### config.mk
export PLATFORM = sky130hd
export DESIGN_NAME = stitch_line_arbiter_flat
export DESIGN_NICKNAME = d
export VERILOG_FILES = /design/src/rtl/stitch_line_arbiter_pkg.sv /design/src/rtl/stitch_line_arbiter_if.sv /design/src/rtl/stitch_beat_counter.sv /design/src/rtl/stitch_line_arbiter.sv /design/src/flat_wrapper.sv
export SDC_FILE = /design/constraint.sdc
export NUM_CORES = 1
export LEC_CHECK = 0
export CORE_AREA = 2 2 65 67
export DETAILED_ROUTE_END_ITERATION = 10
export DIE_AREA = 0 0 67 69
export PLACE_DENSITY = 0.77
export SLEW_MARGIN = 5
export SYNTH_ARGS = -nofsm -noshare
export SYNTH_HDL_FRONTEND = slang
export SYNTH_SLANG_ARGS = --single-unit
### constraint.sdc
create_clock -name rd_clk_i -period 2.2 [get_ports rd_clk_i]
set_clock_uncertainty 0.15 [all_clocks]
set_input_delay 0.33 -clock rd_clk_i [delete_from_list [all_inputs] [get_ports rd_clk_i]]
set_output_delay 0.33 -clock rd_clk_i [all_outputs]
set_load 0.05 [all_outputs]
### src/rtl/stitch_line_arbiter_pkg.sv
// Shared types and defaults for the stitch line arbiter: FSM encoding,
// mux select constants and default geometry.
package stitch_pkg;

    typedef enum logic [1:0] {
        ST_IDLE  = 2'd0,
        ST_WAIT  = 2'd1,
        ST_LEFT  = 2'd2,
        ST_RIGHT = 2'd3
    } state_e;

    localparam logic SEL_LEFT  = 1'b0;
    localparam logic SEL_RIGHT = 1'b1;

    localparam int unsigned DEF_DATA_WIDTH  = 16;
    localparam int unsigned DEF_LINE_LEN    = 1024;
    localparam int unsigned DEF_FRAME_LINES = 720;

endpackage

### src/rtl/stitch_line_arbiter_if.sv
// Bundle of the two FWFT FIFO read ports and the stitched output stream.
// The arbiter uses the master modport; the FIFO/downstream side uses slave.
interface stitch_line_arbiter_if #(
    parameter int DATA_WIDTH = stitch_pkg::DEF_DATA_WIDTH
);
    logic [DATA_WIDTH-1:0] l_rdata_i;
    logic                  l_rd_valid_i;
    logic                  l_line_rdy_i;
    logic                  l_rd_en_o;
    logic [DATA_WIDTH-1:0] r_rdata_i;
    logic                  r_rd_valid_i;
    logic                  r_line_rdy_i;
    logic                  r_rd_en_o;
    logic [DATA_WIDTH-1:0] out_data_o;
    logic                  out_valid_o;
    logic                  out_ready_i;
    logic                  out_sol_o;
    logic                  out_eol_o;
    logic                  out_eof_o;

    modport master (
        input  l_rdata_i, l_rd_valid_i, l_line_rdy_i,
        input  r_rdata_i, r_rd_valid_i, r_line_rdy_i,
        input  out_ready_i,
        output l_rd_en_o, r_rd_en_o,
        output out_data_o, out_valid_o, out_sol_o, out_eol_o, out_eof_o
    );

    modport slave (
        output l_rdata_i, l_rd_valid_i, l_line_rdy_i,
        output r_rdata_i, r_rd_valid_i, r_line_rdy_i,
        output out_ready_i,
        input  l_rd_en_o, r_rd_en_o,
        input  out_data_o, out_valid_o, out_sol_o, out_eol_o, out_eof_o
    );
endinterface

### src/rtl/stitch_beat_counter.sv
// Beat counter within a half-line and line counter within a frame,
// exposing the terminal-count flags the arbiter FSM decodes.
module stitch_beat_counter #(
    parameter int LINE_LEN    = 1024,
    parameter int FRAME_LINES = 720
) (
    input  logic clk,
    input  logic rst_n,
    input  logic beat_i,
    input  logic line_beat_i,
    output logic beat_zero_o,
    output logic beat_last_o,
    output logic line_last_o
);
    localparam int CNT_W  = $clog2(LINE_LEN + 1);
    localparam int LCNT_W = $clog2(FRAME_LINES + 1);

    logic [CNT_W-1:0]  beat_cnt_q, beat_cnt_d;
    logic [LCNT_W-1:0] line_cnt_q, line_cnt_d;

    assign beat_zero_o = (beat_cnt_q == '0);
    assign beat_last_o = (beat_cnt_q == CNT_W'(LINE_LEN - 1));
    assign line_last_o = (line_cnt_q == LCNT_W'(FRAME_LINES - 1));

    // Wrapping on the last beat covers both the LEFT->RIGHT and RIGHT->WAIT clears.
    always_comb begin
        beat_cnt_d = beat_cnt_q;
        line_cnt_d = line_cnt_q;
        if (beat_i) begin
            beat_cnt_d = beat_last_o ? '0 : beat_cnt_q + CNT_W'(1);
        end
        if (line_beat_i) begin
            line_cnt_d = line_last_o ? '0 : line_cnt_q + LCNT_W'(1);
        end
    end

    always_ff @(posedge clk or negedge rst_n) begin
        if (!rst_n) begin
            beat_cnt_q <= '0;
            line_cnt_q <= '0;
        end else begin
            beat_cnt_q <= beat_cnt_d;
            line_cnt_q <= line_cnt_d;
        end
    end
endmodule

### src/rtl/stitch_line_arbiter.sv
// Drains LINE_LEN words from the left FIFO then LINE_LEN from the right per
// stitched line. Optional stall counter enabled by STITCH_PERF_CNT_EN.
module stitch_line_arbiter
    import stitch_pkg::*;
#(
    parameter int DATA_WIDTH  = DEF_DATA_WIDTH,
    parameter int LINE_LEN    = DEF_LINE_LEN,
    parameter int FRAME_LINES = DEF_FRAME_LINES
) (
    input  logic                     rd_clk_i,
    input  logic                     sys_rst_n,
    input  logic                     enable_i,
    stitch_line_arbiter_if.master    bus,
    output logic                     busy_o,
    output logic                     underrun_o
`ifdef STITCH_PERF_CNT_EN
    ,
    input  logic                     clr_perf_i,
    output logic [31:0]              stall_cnt_o
`endif
);
    state_e state_q, state_d;
    logic   underrun_q, underrun_d;
    logic   active, sel, sel_valid, accept, eol, line_beat;
    logic   beat_zero, beat_last, line_last;
    logic [DATA_WIDTH-1:0] sel_data;

    stitch_beat_counter #(
        .LINE_LEN   (LINE_LEN),
        .FRAME_LINES(FRAME_LINES)
    ) u_cnt (
        .clk        (rd_clk_i),
        .rst_n      (sys_rst_n),
        .beat_i     (accept),
        .line_beat_i(line_beat),
        .beat_zero_o(beat_zero),
        .beat_last_o(beat_last),
        .line_last_o(line_last)
    );

    always_ff @(posedge rd_clk_i or negedge sys_rst_n) begin
        if (!sys_rst_n) begin
            state_q    <= ST_IDLE;
            underrun_q <= 1'b0;
        end else begin
            state_q    <= state_d;
            underrun_q <= underrun_d;
        end
    end

    // enable_i only matters in IDLE/WAIT and at frame end; a started line always completes.
    always_comb begin
        state_d = state_q;
        case (state_q)
            ST_IDLE:  if (enable_i) state_d = ST_WAIT;
            ST_WAIT: begin
                if (!enable_i)                                state_d = ST_IDLE;
                else if (bus.l_line_rdy_i && bus.r_line_rdy_i) state_d = ST_LEFT;
            end
            ST_LEFT:  if (accept && beat_last) state_d = ST_RIGHT;
            ST_RIGHT: begin
                if (accept && beat_last)
                    state_d = (line_last && !enable_i) ? ST_IDLE : ST_WAIT;
            end
            default:  state_d = ST_IDLE;
        endcase
    end

    // Zero-latency mux; the data bus is forced to 0 outside LEFT/RIGHT so reset blanks it.
    always_comb begin
        active    = (state_q == ST_LEFT) || (state_q == ST_RIGHT);
        sel       = (state_q == ST_RIGHT) ? SEL_RIGHT : SEL_LEFT;
        sel_valid = (sel == SEL_RIGHT) ? bus.r_rd_valid_i : bus.l_rd_valid_i;
        sel_data  = (sel == SEL_RIGHT) ? bus.r_rdata_i : bus.l_rdata_i;
        accept    = active && sel_valid && bus.out_ready_i;
        eol       = (state_q == ST_RIGHT) && beat_last;
        line_beat = accept && eol;

        bus.out_data_o  = active ? sel_data : '0;
        bus.out_valid_o = active && sel_valid;
        bus.l_rd_en_o   = accept && (sel == SEL_LEFT);
        bus.r_rd_en_o   = accept && (sel == SEL_RIGHT);
        bus.out_sol_o   = (state_q == ST_LEFT) && beat_zero;
        bus.out_eol_o   = eol;
        bus.out_eof_o   = eol && line_last;
        busy_o          = (state_q != ST_IDLE);
        underrun_o      = underrun_q;
        underrun_d      = underrun_q || (active && !sel_valid);
    end

`ifdef STITCH_PERF_CNT_EN
    logic [31:0] stall_cnt_q, stall_cnt_d;

    always_comb begin
        stall_cnt_d = stall_cnt_q;
        if (clr_perf_i)
            stall_cnt_d = '0;
        else if (active && bus.out_ready_i && !accept && (stall_cnt_q != '1))
            stall_cnt_d = stall_cnt_q + 32'd1;
    end

    always_ff @(posedge rd_clk_i or negedge sys_rst_n) begin
        if (!sys_rst_n) stall_cnt_q <= '0;
        else            stall_cnt_q <= stall_cnt_d;
    end

    assign stall_cnt_o = stall_cnt_q;
`endif

endmodule

### src/flat_wrapper.sv
// flat-port wrapper written by rule: the top's interface ports become plain ports
module stitch_line_arbiter_flat import stitch_pkg::*;
#(
    parameter int DATA_WIDTH  = DEF_DATA_WIDTH,
    parameter int LINE_LEN    = DEF_LINE_LEN,
    parameter int FRAME_LINES = DEF_FRAME_LINES
)
  (rd_clk_i, sys_rst_n, enable_i, busy_o, underrun_o, bus_l_rdata_i, bus_l_rd_valid_i, bus_l_line_rdy_i, bus_r_rdata_i, bus_r_rd_valid_i, bus_r_line_rdy_i, bus_out_ready_i, bus_l_rd_en_o, bus_r_rd_en_o, bus_out_data_o, bus_out_valid_o, bus_out_sol_o, bus_out_eol_o, bus_out_eof_o);
  stitch_line_arbiter_if #(.DATA_WIDTH(DATA_WIDTH)) bus_i ();
  input  logic rd_clk_i;
  input  logic sys_rst_n;
  input  logic enable_i;
  output logic busy_o;
  output logic underrun_o;
  input wire logic [$bits(bus_i.l_rdata_i)-1:0] bus_l_rdata_i;
  input wire logic [$bits(bus_i.l_rd_valid_i)-1:0] bus_l_rd_valid_i;
  input wire logic [$bits(bus_i.l_line_rdy_i)-1:0] bus_l_line_rdy_i;
  input wire logic [$bits(bus_i.r_rdata_i)-1:0] bus_r_rdata_i;
  input wire logic [$bits(bus_i.r_rd_valid_i)-1:0] bus_r_rd_valid_i;
  input wire logic [$bits(bus_i.r_line_rdy_i)-1:0] bus_r_line_rdy_i;
  input wire logic [$bits(bus_i.out_ready_i)-1:0] bus_out_ready_i;
  output wire logic [$bits(bus_i.l_rd_en_o)-1:0] bus_l_rd_en_o;
  output wire logic [$bits(bus_i.r_rd_en_o)-1:0] bus_r_rd_en_o;
  output wire logic [$bits(bus_i.out_data_o)-1:0] bus_out_data_o;
  output wire logic [$bits(bus_i.out_valid_o)-1:0] bus_out_valid_o;
  output wire logic [$bits(bus_i.out_sol_o)-1:0] bus_out_sol_o;
  output wire logic [$bits(bus_i.out_eol_o)-1:0] bus_out_eol_o;
  output wire logic [$bits(bus_i.out_eof_o)-1:0] bus_out_eof_o;
  assign bus_i.l_rdata_i = bus_l_rdata_i;
  assign bus_i.l_rd_valid_i = bus_l_rd_valid_i;
  assign bus_i.l_line_rdy_i = bus_l_line_rdy_i;
  assign bus_i.r_rdata_i = bus_r_rdata_i;
  assign bus_i.r_rd_valid_i = bus_r_rd_valid_i;
  assign bus_i.r_line_rdy_i = bus_r_line_rdy_i;
  assign bus_i.out_ready_i = bus_out_ready_i;
  assign bus_l_rd_en_o = bus_i.l_rd_en_o;
  assign bus_r_rd_en_o = bus_i.r_rd_en_o;
  assign bus_out_data_o = bus_i.out_data_o;
  assign bus_out_valid_o = bus_i.out_valid_o;
  assign bus_out_sol_o = bus_i.out_sol_o;
  assign bus_out_eol_o = bus_i.out_eol_o;
  assign bus_out_eof_o = bus_i.out_eof_o;
  stitch_line_arbiter #(.DATA_WIDTH(DATA_WIDTH), .LINE_LEN(LINE_LEN), .FRAME_LINES(FRAME_LINES)) u_core (.rd_clk_i(rd_clk_i), .sys_rst_n(sys_rst_n), .enable_i(enable_i), .bus(bus_i), .busy_o(busy_o), .underrun_o(underrun_o));
endmodule
After elaboration in Yosys (flattened, before gate mapping)
Cells that the tools add are included.
Cells by class
  bitwise logic cells: 1
  multiplexer cells: 13
  add/subtract/negate cells: 2
  equal/unequal tests: 9
  reduce and logical (&&, ||, !) cells: 20
Operators by type and width (number)
  $mux 16: 2
  $logic_and 1x1->1: 12
  $add 11x1->11 const B: 1
  $eq 11x10->1 const B: 1
  $logic_not 11->1: 1
  $mux 11: 1
  $add 10x1->10 const B: 1
  $eq 10x10->1 const B: 1
  $mux 10: 1
  $mux 2: 5
  $pmux 2 s4: 1
  $eq 2x2->1 const B: 2
  $ne 2x1->1 const B: 2
  $reduce_and 4->1: 1
  $mux 1: 3
  $ne 3x2->1 const B: 1
  $eq 2x1->1 const B: 1
  $logic_not 1->1: 2
  $logic_not 2->1: 1
  $logic_or 1x1->1: 2
  $ne 2x2->1 const B: 1
  $reduce_bool 2->1: 1
  $not 1->1: 1
Word-level totals
  word-level logic and storage cells: 49
  bits of input ports: 40
  flip-flop bits (word level): 24
  output and inout port bits: 24

Depth between registers and ports, before layout
Gate-level depths: netlist of the first run.
  depth after elaboration: 8
  gate-level depth with buffers: 6
  mapped depth without buffers: 5

By module
A second synthesis of the first run with hierarchy kept.
Unflattened totals
  cells, all modules: 174
  area total of the unflattened synthesis: 1651.6 µm²
By module, submodules not included
  stitch_beat_counter: instances 1, area each 1144.8 µm², seq. area each 525.5 µm², cells an instance 112
  stitch_line_arbiter: instances 1, area each 506.7 µm², seq. area each 75.1 µm², cells an instance 62

Worst setup path before layout of the first run
No wires, ideal clock.
  path type: flip-flop to output port
  start: reg u_core.u_cnt.beat_cnt_q[3]
  end: out bus_out_sol_o
  path slack: -0.927 ns
  arrival: 2.647 ns
  data required time: 1.720 ns
  cell stages (with the launch flop): 3
  path through: dfrtp_1 or4_2 nor4_1
On the way
  cells in the longest elaborated chain, start to end: 2
Ends and longest elaborated chain
  from (decl): line stitch_beat_counter.sv:18  | logic [CNT_W-1:0] beat_cnt_q, beat_cnt_d;
  from (signal assigned): line stitch_beat_counter.sv:42  | beat_cnt_q <= beat_cnt_d;
  $logic_not 11->1: line stitch_beat_counter.sv:21  | assign beat_zero_o = (beat_cnt_q == '0);
  $logic_and 1x1->1: line stitch_line_arbiter.sv:83  | bus.out_sol_o = (state_q == ST_LEFT) && beat_zero;
  to (decl): line flat_wrapper.sv:26  | output wire logic [$bits(bus_i.out_sol_o)-1:0] bus_out_sol_o;
Every way passes these cells.

Worst setup path in the final report of the first run
  start: reg u_core.u_cnt.line_cnt_q[8]
  end: out bus_out_eof_o
On the way
  cells in the longest elaborated chain, start to end: 2
Ends and longest elaborated chain
  from (decl): line stitch_beat_counter.sv:19  | logic [LCNT_W-1:0] line_cnt_q, line_cnt_d;
  from (signal assigned): line stitch_beat_counter.sv:43  | line_cnt_q <= line_cnt_d;
  $eq 10x10->1: line stitch_beat_counter.sv:23  | assign line_last_o = (line_cnt_q == LCNT_W'(FRAME_LINES - 1));
  $logic_and 1x1->1: line stitch_line_arbiter.sv:85  | bus.out_eof_o = eol && line_last;
  to (decl): line flat_wrapper.sv:28  | output wire logic [$bits(bus_i.out_eof_o)-1:0] bus_out_eof_o;
Every way passes these cells.

==> summary.log, run 1 <==
qor: status.status finished with violations
qor: status.failed_checks setup timing
qor: placed_design.dpl.cell_count 302
qor: layout.highest_count_cells_in_the_layout_ignoring_fill_and_taps 40 x sky130_fd_sc_hd__clkdlybuf4s50_1, 30 x sky130_fd_sc_hd__buf_4, 22 x sky130_fd_sc_hd__dfrtp_1, 22 x sky130_fd_sc_hd__buf_12, 17 x sky130_fd_sc_hd__mux2i_1
qor: clocking.clock_latency 0.27 ns
qor: critical_path.crit_path_top_delay_cell sky130_fd_sc_hd__or4_4
qor: clocking.cts_hold_fix_bufs 0
qor: floorplan.rows 23
qor: floorplan.floorplan.core_area 3914 µm²
qor: global_routing.grt_pass1_wl 7721 µm
qor: sta.max_freq 453.1 MHz
qor: layout.post_route_cells_drive_above_1_share 0.3132
qor: global_routing.grt_antenna_before_repair 0
qor: layout.n_fill_cell 289
qor: placed_design.placedInstanceArea 2674 µm²
qor: global_routing.grt_use_total 0.2125
qor: layout.syn2layout_area_growth 75.74%
qor: synthesis.syn_area 1614 µm²
qor: critical_path.timing.critical_path.buf_inv 1
qor: critical_path.worst-setup-path-type reg2out
qor: clocking.clk_root_buffer_cell sky130_fd_sc_hd__clkbuf_8
qor: floorplan.floorplan.die_area 4623 µm²
qor: critical_path.crit_arrival 1.73 ns
qor: synthesis.ys_warn_count 0
qor: placed_design.dpl.hpwl 3617 µm
qor: clocking.tritoncts yes
qor: critical_path.end_kind output pin
qor: global_routing.overflow 0
qor: synthesis.mappedNetlistNets 221
qor: critical_path.timing.critical_path.from_type flop
qor: layout.n_antenna_cell 0
qor: power_and_ir_drop.finalPower 2.716 mW
qor: floorplan.boundary_pin_count 64
qor: layout.final_cells 315
qor: drt.post_drt_via_cell_ratio 5.346
qor: sta.max_slew_margin 0.6521
qor: sta.setup-violations-final 1
qor: critical_path.crit_fanout 2
qor: layout.mostFrequentLayoutCell sky130_fd_sc_hd__clkdlybuf4s50_1
qor: synthesis.synth.avg_cell_area 9.068 µm²
qor: critical_path.critical_path.max_stage_delay 0.54 ns
qor: clocking.cts.reportedPaths.clkPinSlew 0.09 ns
qor: drt.wire_per_inst 14.54 µm
qor: synthesis.synth_seq_area_share 0.3721
qor: drt.drc_errors 0
qor: synthesis.synth_enable_flop_cells 0
qor: global_routing.pin_count_of_the_biggest_net_entering_global_routing 25
qor: critical_path.data_required_time_of_the_critical_path 1.72 ns
qor: clocking.clock_path_buffers 2
qor: sta.unrepaired_setup_endpoints_after_global_routing true
qor: critical_path.timing.critical_path.cells nand4b_1 > or4_4 > nor3_4 > buf_12
qor: sta.timing_hold_violations_final 0
qor: placed_design.dp_slack 0.07626 ns
qor: power_and_ir_drop.power.ir.vdd_worst 0.0008215 V
qor: sta.worst-slew-pin-transition 0.5202 ns
qor: layout.final_core_utilization 0.7247
qor: clocking.cts_buffers 3
qor: floorplan.initial_utilization 0.4124
qor: sta.final.hold.worst_slack 0.2674 ns
qor: drt.final_antenna_net_count 0
qor: sta.fin_crit_sh 1.003
qor: sta.fin_setup_tns -0.007183 ns
qor: run.drv.max_cap_violation_count 0
qor: drt.first_iter_violations 89
qor: floorplan.die_width 67 µm
qor: hold_path.hp-class in2async
qor: layout.layout.cell_area.non_filler 2836 µm²
qor: drt.firstDrtPassIters 4
qor: synthesis.yosys_most_used_dff sky130_fd_sc_hd__dfrtp_1
qor: placed_design.portBuffers 63
qor: global_routing.first_global_vias 1697
qor: synthesis.syn-instance-count 178
qor: power_and_ir_drop.power_per_unit_of_standard_cell_area 957.7 nW/µm²
qor: placed_design.finalWeightedCongestion 0.8981
qor: synthesis.yosys_register_bits 24
qor: synthesis.asyncSetResetFlopFracSynth 1.000
qor: drt.detailroute.via_count 1684
qor: power_and_ir_drop.power_leakage 1.298 nW
qor: sta.setup_ws -0.007183 ns
qor: sta.period_needed 2.207 ns
qor: layout.num-nets-final 309
qor: clocking.numClockSinks 24
qor: floorplan.die_h 69 µm
qor: critical_path.cell_family_contributing_the_most_delay_on_the_critical_path simple AND/OR/NAND/NOR gates
qor: clocking.clock_tree.htree_level_count 1
qor: sta.slew_violations 0
qor: synthesis.synthDistinctLibCells 38
qor: drt.routed_wl 4579 µm
==> routing by layer <==
layer | vias to the layer above | track usage | wire length (µm)
met5 | - | 0 | 0
met4 | 0 | 0.07256 | 76
met3 | 8 | 0.07504 | 418
met2 | 70 | 0.3421 | 2323
met1 | 779 | 0.2590 | 1760
li1 | 827 | - | -
==> path summary, 6_finish.rpt <==
check	start	slack (ns)	cells after the start	endpoint
max in group asynchronous	sys_rst_n	1.38	2	u_core.u_cnt.beat_cnt_q[8]
max reg2reg	u_core.u_cnt.beat_cnt_q[0]	0.20	6	u_core.u_cnt.line_cnt_q[4]
min in group rd_clk_i	u_core.underrun_o	0.32	1	u_core.underrun_o
min	sys_rst_n	0.27	2	u_core.u_cnt.beat_cnt_q[6]
min reg2reg	u_core.underrun_o	0.32	1	u_core.underrun_o
max	u_core.u_cnt.line_cnt_q[8]	-0.007	4	bus_out_eof_o
==> timing repair <==
action,in CTS,in global routing
buffers inserted,9,0
gates resized for setup,6,2
pin swaps,1,2
endpoints found under the setup margin,3,3
==> worst reg2reg max path, stage by stage, from the launching register on <==
cell	delay, ns
sky130_fd_sc_hd__dfrtp_1	0.36
sky130_fd_sc_hd__ha_1	0.19
sky130_fd_sc_hd__nand4b_1	0.12
sky130_fd_sc_hd__buf_4	0.16
sky130_fd_sc_hd__or4_4	0.48
sky130_fd_sc_hd__or4_1	0.40
sky130_fd_sc_hd__nand2_1	0.07
==> flip-flops by register name, indices dropped and copies added, names as in the netlist, named ones only <==
signal	count
u_core.state_q	1
u_core.underrun_o	1
u_core.u_cnt.beat_cnt_q	11
u_core.u_cnt.line_cnt_q	10
==> layout make-up <==
type,instances,area (µm²),share of cell area
inverter,5,18.77,0.006617
clock inverter,1,30.03,0.01059
clock buffer,3,41.29,0.01456
timing repair buffer,92,1066,0.3758
sequential,24,603.1,0.2126
multi-input combinational,140,1015,0.3577
tap,50,62.56,0.02206
==> logic make-up after synthesis <==
| logic type | after synthesis | share of synthesized area |
|---|---|---|
| DFF | 24 | 0.3721 |
| xor gates and xnor gates | 10 | 0.05426 |
| AOI/OAI and AO/OA | 20 | 0.07675 |
| muxes | 17 | 0.1054 |
| adders and majority gates | 3 | 0.02326 |
| buffers and inverters | 14 | 0.04728 |
| and+or+nand+nor | 90 | 0.3209 |
==> synth_stat cells, drive strengths merged (5+ instances only) <==
| library cell | count | area (µm²) |
|---|---|---|
| dfrtp | 24 | 600.6 |
| mux2i | 17 | 170.2 |
| o21ai | 5 | 25.02 |
| nor2 | 11 | 41.29 |
| nand2 | 14 | 52.55 |
| nand3 | 10 | 50.05 |
| a31oi | 6 | 37.54 |
| inv | 5 | 18.77 |
| or4 | 5 | 42.54 |
| nand4 | 8 | 65.06 |
| nor2b | 17 | 106.4 |
| clkbuf | 5 | 18.77 |
| nor4 | 6 | 37.54 |
| nor3 | 6 | 30.03 |
| xnor2 | 6 | 52.55 |
==> power by group <==
group / internal, mW / switching (mW) / leakage, nW / total [mW]
combinational: 0.834 / 0.948 / 0.961 / 1.78
sequential: 0.495 / 0.0458 / 0.301 / 0.541
clock: 0.243 / 0.150 / 0.0357 / 0.393
Note: power is estimated with default switching activity, not from simulation.
==> run 2: changes to the inputs <==
--- a/config.mk
+++ b/config.mk
@@ -6,6 +6,7 @@
 export NUM_CORES = 1
 export LEC_CHECK = 0
 export CORE_AREA = 2 2 65 67
+export CTS_CLUSTER_DIAMETER = 150
 export DETAILED_ROUTE_END_ITERATION = 10
 export DIE_AREA = 0 0 67 69
 export PLACE_DENSITY = 0.77
==> results of run 2 <==
The final DEF is identical to that of run 1; final timing and power are the same.
==> run 3: changes to the inputs <==
--- a/config.mk
+++ b/config.mk
@@ -5,12 +5,13 @@
 export SDC_FILE = /design/constraint.sdc
 export NUM_CORES = 1
 export LEC_CHECK = 0
-export CORE_AREA = 2 2 65 67
+export CORE_AREA = 10 10 73 75
 export CTS_CLUSTER_DIAMETER = 150
 export DETAILED_ROUTE_END_ITERATION = 10
-export DIE_AREA = 0 0 67 69
+export DIE_AREA = 0 0 83 85
 export PLACE_DENSITY = 0.77
 export SLEW_MARGIN = 5
 export SYNTH_ARGS = -nofsm -noshare
 export SYNTH_HDL_FRONTEND = slang
 export SYNTH_SLANG_ARGS = --single-unit
+export TNS_END_PERCENT = 5
==> run 3 against run 2 <==
The run still ends with setup timing left. Combinational power about the same. Count of clock-buffer cells in the layout stayed put. Cell count rose by 0.63%. Sequential share of layout area about the same. Sequential power up 3%. Register-to-register slack got worse by 0.15 ns. Fmax shrank 1.2%. Critical path type unchanged. Clock power is essentially flat.
==> summary.log, run 3 (synthesized netlist as in run 1, its figures left out) <==
qor: sta.period_needed 2.234 ns [was 2.207 ns]
qor: clocking.cts.reportedPaths.clkPinSlew 0.09 ns [about the same]
qor: critical_path.rr_endpoint u_core.u_cnt.line_cnt_q[4] [unchanged]
qor: layout.largest_reg_flops 11 [unchanged]
qor: placed_design.portBuffers 63 [unchanged]
qor: clocking.clock_path_buffers 2 [unchanged]
qor: layout.num-nets-final 311 [was 309]
qor: status.status finished with violations [unchanged]
qor: critical_path.end_kind output pin [unchanged]
qor: drt.post_drt_via_cell_ratio 5.360 [was 5.346]
qor: layout.regMostFlops u_core.u_cnt.beat_cnt_q [unchanged]
qor: run.drv.max_cap_violation_count 0 [unchanged]
qor: sta.timing_hold_violations_final 0 [unchanged]
qor: clocking.cts_buffers 3 [unchanged]
qor: critical_path.worst_setup_path_startpoint u_core.u_cnt.beat_cnt_q[0] [was u_core.u_cnt.line_cnt_q[8]]
qor: clocking.tritoncts yes [unchanged]
qor: floorplan.boundary_pin_count 64 [unchanged]
qor: layout.reg.largest.list u_core.u_cnt.beat_cnt_q (11), u_core.u_cnt.line_cnt_q (10) [unchanged]
qor: floorplan.initial_utilization 0.4124 [unchanged]
qor: floorplan.die_h 85 µm [was 69 µm]
qor: global_routing.pin_count_of_the_biggest_net_entering_global_routing 25 [unchanged]
qor: drt.routed_wl 5613 µm [was 4579 µm]
qor: sta.max_slew_margin 0.6671 [was 0.6521]
qor: critical_path.data_required_time_of_the_critical_path 1.72 ns [about the same]
qor: global_routing.grt_pass1_wl 8562 µm [was 7721 µm]
qor: clocking.numClockSinks 24 [unchanged]
qor: drt.detailroute.via_count 1699 [was 1684]
qor: drt.wire_per_inst 17.71 µm [was 14.54 µm]
qor: drt.drc_errors 0 [unchanged]
qor: global_routing.first_global_vias 1727 [was 1697]
qor: sta.unrepaired_setup_endpoints_after_global_routing true [unchanged]
qor: critical_path.crit_arrival 1.75 ns [was 1.73 ns]
qor: placed_design.finalWeightedCongestion 0.8863 [was 0.8981]
qor: layout.n_antenna_cell 0 [unchanged]
qor: floorplan.floorplan.die_area 7055 µm² [was 4623 µm²]
qor: floorplan.rows 23 [unchanged]
qor: layout.n_fill_cell 302 [was 289]
qor: global_routing.grt_use_total 0.1476 [was 0.2125]
qor: critical_path.worstReg2RegStart u_core.u_cnt.beat_cnt_q[0] [unchanged]
qor: critical_path.timing.critical_path.from_type flop [unchanged]
qor: layout.highest_count_cells_in_the_layout_ignoring_fill_and_taps 40 x sky130_fd_sc_hd__clkdlybuf4s50_1, 32 x sky130_fd_sc_hd__buf_4, 22 x sky130_fd_sc_hd__dfrtp_1, 22 x sky130_fd_sc_hd__buf_12 [was 40 x sky130_fd_sc_hd__clkdlybuf4s50_1, 30 x sky130_fd_sc_hd__buf_4, 22 x sky130_fd_sc_hd__dfrtp_1, 22 x sky130_fd_sc_hd__buf_12, 17 x sky130_fd_sc_hd__mux2i_1]
qor: drt.first_iter_violations 104 [was 89]
qor: sta.max_freq 447.7 MHz [was 453.1 MHz]
qor: floorplan.floorplan.core_area 3914 µm² [unchanged]
qor: placed_design.dp_slack 0.03756 ns [was 0.07626 ns]
qor: hold_path.hp-class in2async [unchanged]
qor: global_routing.grt_antenna_before_repair 0 [unchanged]
qor: layout.mostFrequentLayoutCell sky130_fd_sc_hd__clkdlybuf4s50_1 [unchanged]
qor: status.failed_checks setup timing [unchanged]
qor: critical_path.worst-setup-path-type reg2out [unchanged]
qor: global_routing.overflow 0 [unchanged]
qor: critical_path.ff2ff_setup_slack 0.05 ns [was 0.20 ns]
qor: floorplan.die_width 83 µm [was 67 µm]
qor: sta.slew_violations 0 [unchanged]
qor: sta.setup_ws -0.03350 ns [was -0.007183 ns]
qor: sta.fin_crit_sh 1.015 [was 1.003]
qor: clocking.clock_latency 0.27 ns [about the same]
qor: power_and_ir_drop.power.ir.vdd_worst 0.0006236 V [was 0.0008215 V]
qor: power_and_ir_drop.power_per_unit_of_standard_cell_area 972.7 nW/µm² [was 957.7 nW/µm²]
qor: drt.final_antenna_net_count 0 [unchanged]
qor: layout.syn2layout_area_growth 76.05% [was 75.74%]
qor: critical_path.cp-endpoint bus_out_eof_o [unchanged]
qor: sta.final.hold.worst_slack 0.2669 ns [was 0.2674 ns]
qor: critical_path.reg2regPathDepth 7 [was 6]
qor: sta.worst-slew-pin-transition 0.4978 ns [was 0.5202 ns]
qor: layout.post_route_cells_drive_above_1_share 0.2846 [was 0.3132]
qor: placed_design.dpl.hpwl 4220 µm [was 3617 µm]
qor: critical_path.crit_fanout 3 [was 2]
qor: clocking.clock_tree.htree_level_count 1 [unchanged]
qor: clocking.clk_root_buffer_cell sky130_fd_sc_hd__clkbuf_8 [unchanged]
qor: drt.firstDrtPassIters 4 [unchanged]
qor: sta.setup-violations-final 1 [unchanged]
qor: power_and_ir_drop.power_leakage 1.285 nW [was 1.298 nW]
run 3: cell count changes in the layout (fill, tap and decap cells not counted), moves of 2 or more:
cell | before | now
sky130_fd_sc_hd__nor2b_1 | 7 | 17
sky130_fd_sc_hd__nor2b_2 | 10 | 0
sky130_fd_sc_hd__buf_4 | 30 | 32
sky130_fd_sc_hd__nor2_2 | 2 | 0
run 3: metrics by stage:
stage	cell area [µm²]	total power, mW	instances	util	TNS [ns]
2_1_floorplan	1643	1.453	178	-	-0.4121
6_report	2841	2.764	317	0.7260	-0.03350
3_3_place_gp	2661	2.288	304	0.6800	0
3_5_place_dp	2661	2.307	304	0.6800	0
5_1_grt	2841	2.882	317	0.7260	-0.1236
4_1_cts	2814	2.745	316	0.7190	-0.1051
run 3: worst max-delay path, cell delays in order (launching register included):
cell and delay, ns:
sky130_fd_sc_hd__dfrtp_1 0.42, sky130_fd_sc_hd__ha_4 0.16, sky130_fd_sc_hd__nand4b_1 0.11, sky130_fd_sc_hd__or3_4 0.40, sky130_fd_sc_hd__nor3_4 0.23, sky130_fd_sc_hd__buf_12 0.16
run 3: report_power, final:
| part | switching, mW | internal (mW) |
|---|---|---|
| combinational | 0.978 | 0.835 |
| sequential | 0.0640 | 0.495 |
| clock | 0.148 | 0.243 |
run 3: layer usage:
layer	GRT usage	part of all wire	wire, µm
met1	0.1526	0.37	2094
met2	0.2900	0.57	3223
met3	0.03633	0.037	210
met4	0.03251	0.015	85
met5	0	0	0
run 3: how the worst min path moves through the flow:
stage	to	cells past startpoint	slack [ns]	from
2_1_floorplan	asynchronous set/reset pin	0	-0.12	sys_rst_n
3_3_place_gp	u_core.underrun_o	1	0.29	u_core.underrun_o
3_5_place_dp	u_core.underrun_o	1	0.32	u_core.underrun_o
4_1_cts	u_core.u_cnt.line_cnt_q[3]	2	0.27	sys_rst_n
5_1_grt	u_core.u_cnt.line_cnt_q[2]	2	0.29	sys_rst_n
6_report	u_core.u_cnt.line_cnt_q[3]	2	0.27	sys_rst_n
run 3: cell type report:
class	count	area, µm²	area share
Clock buffer	3	41.29	0.01453
Tap cell	50	62.56	0.02202
Inverter	5	18.77	0.006605
Sequential cell	24	603.1	0.2122
Clock inverter	1	30.03	0.01057
Multi-Input combinational cell	140	1005	0.3536
Timing Repair Buffer	94	1081	0.3804
run 3: timing repair:
item	in CTS	in global routing
pin swaps	5	4
buffers inserted	8	1
hold buffers	0	0
resized for setup	7	6
endpoints found under the setup margin	3	6
hold endpoints to repair	0	0
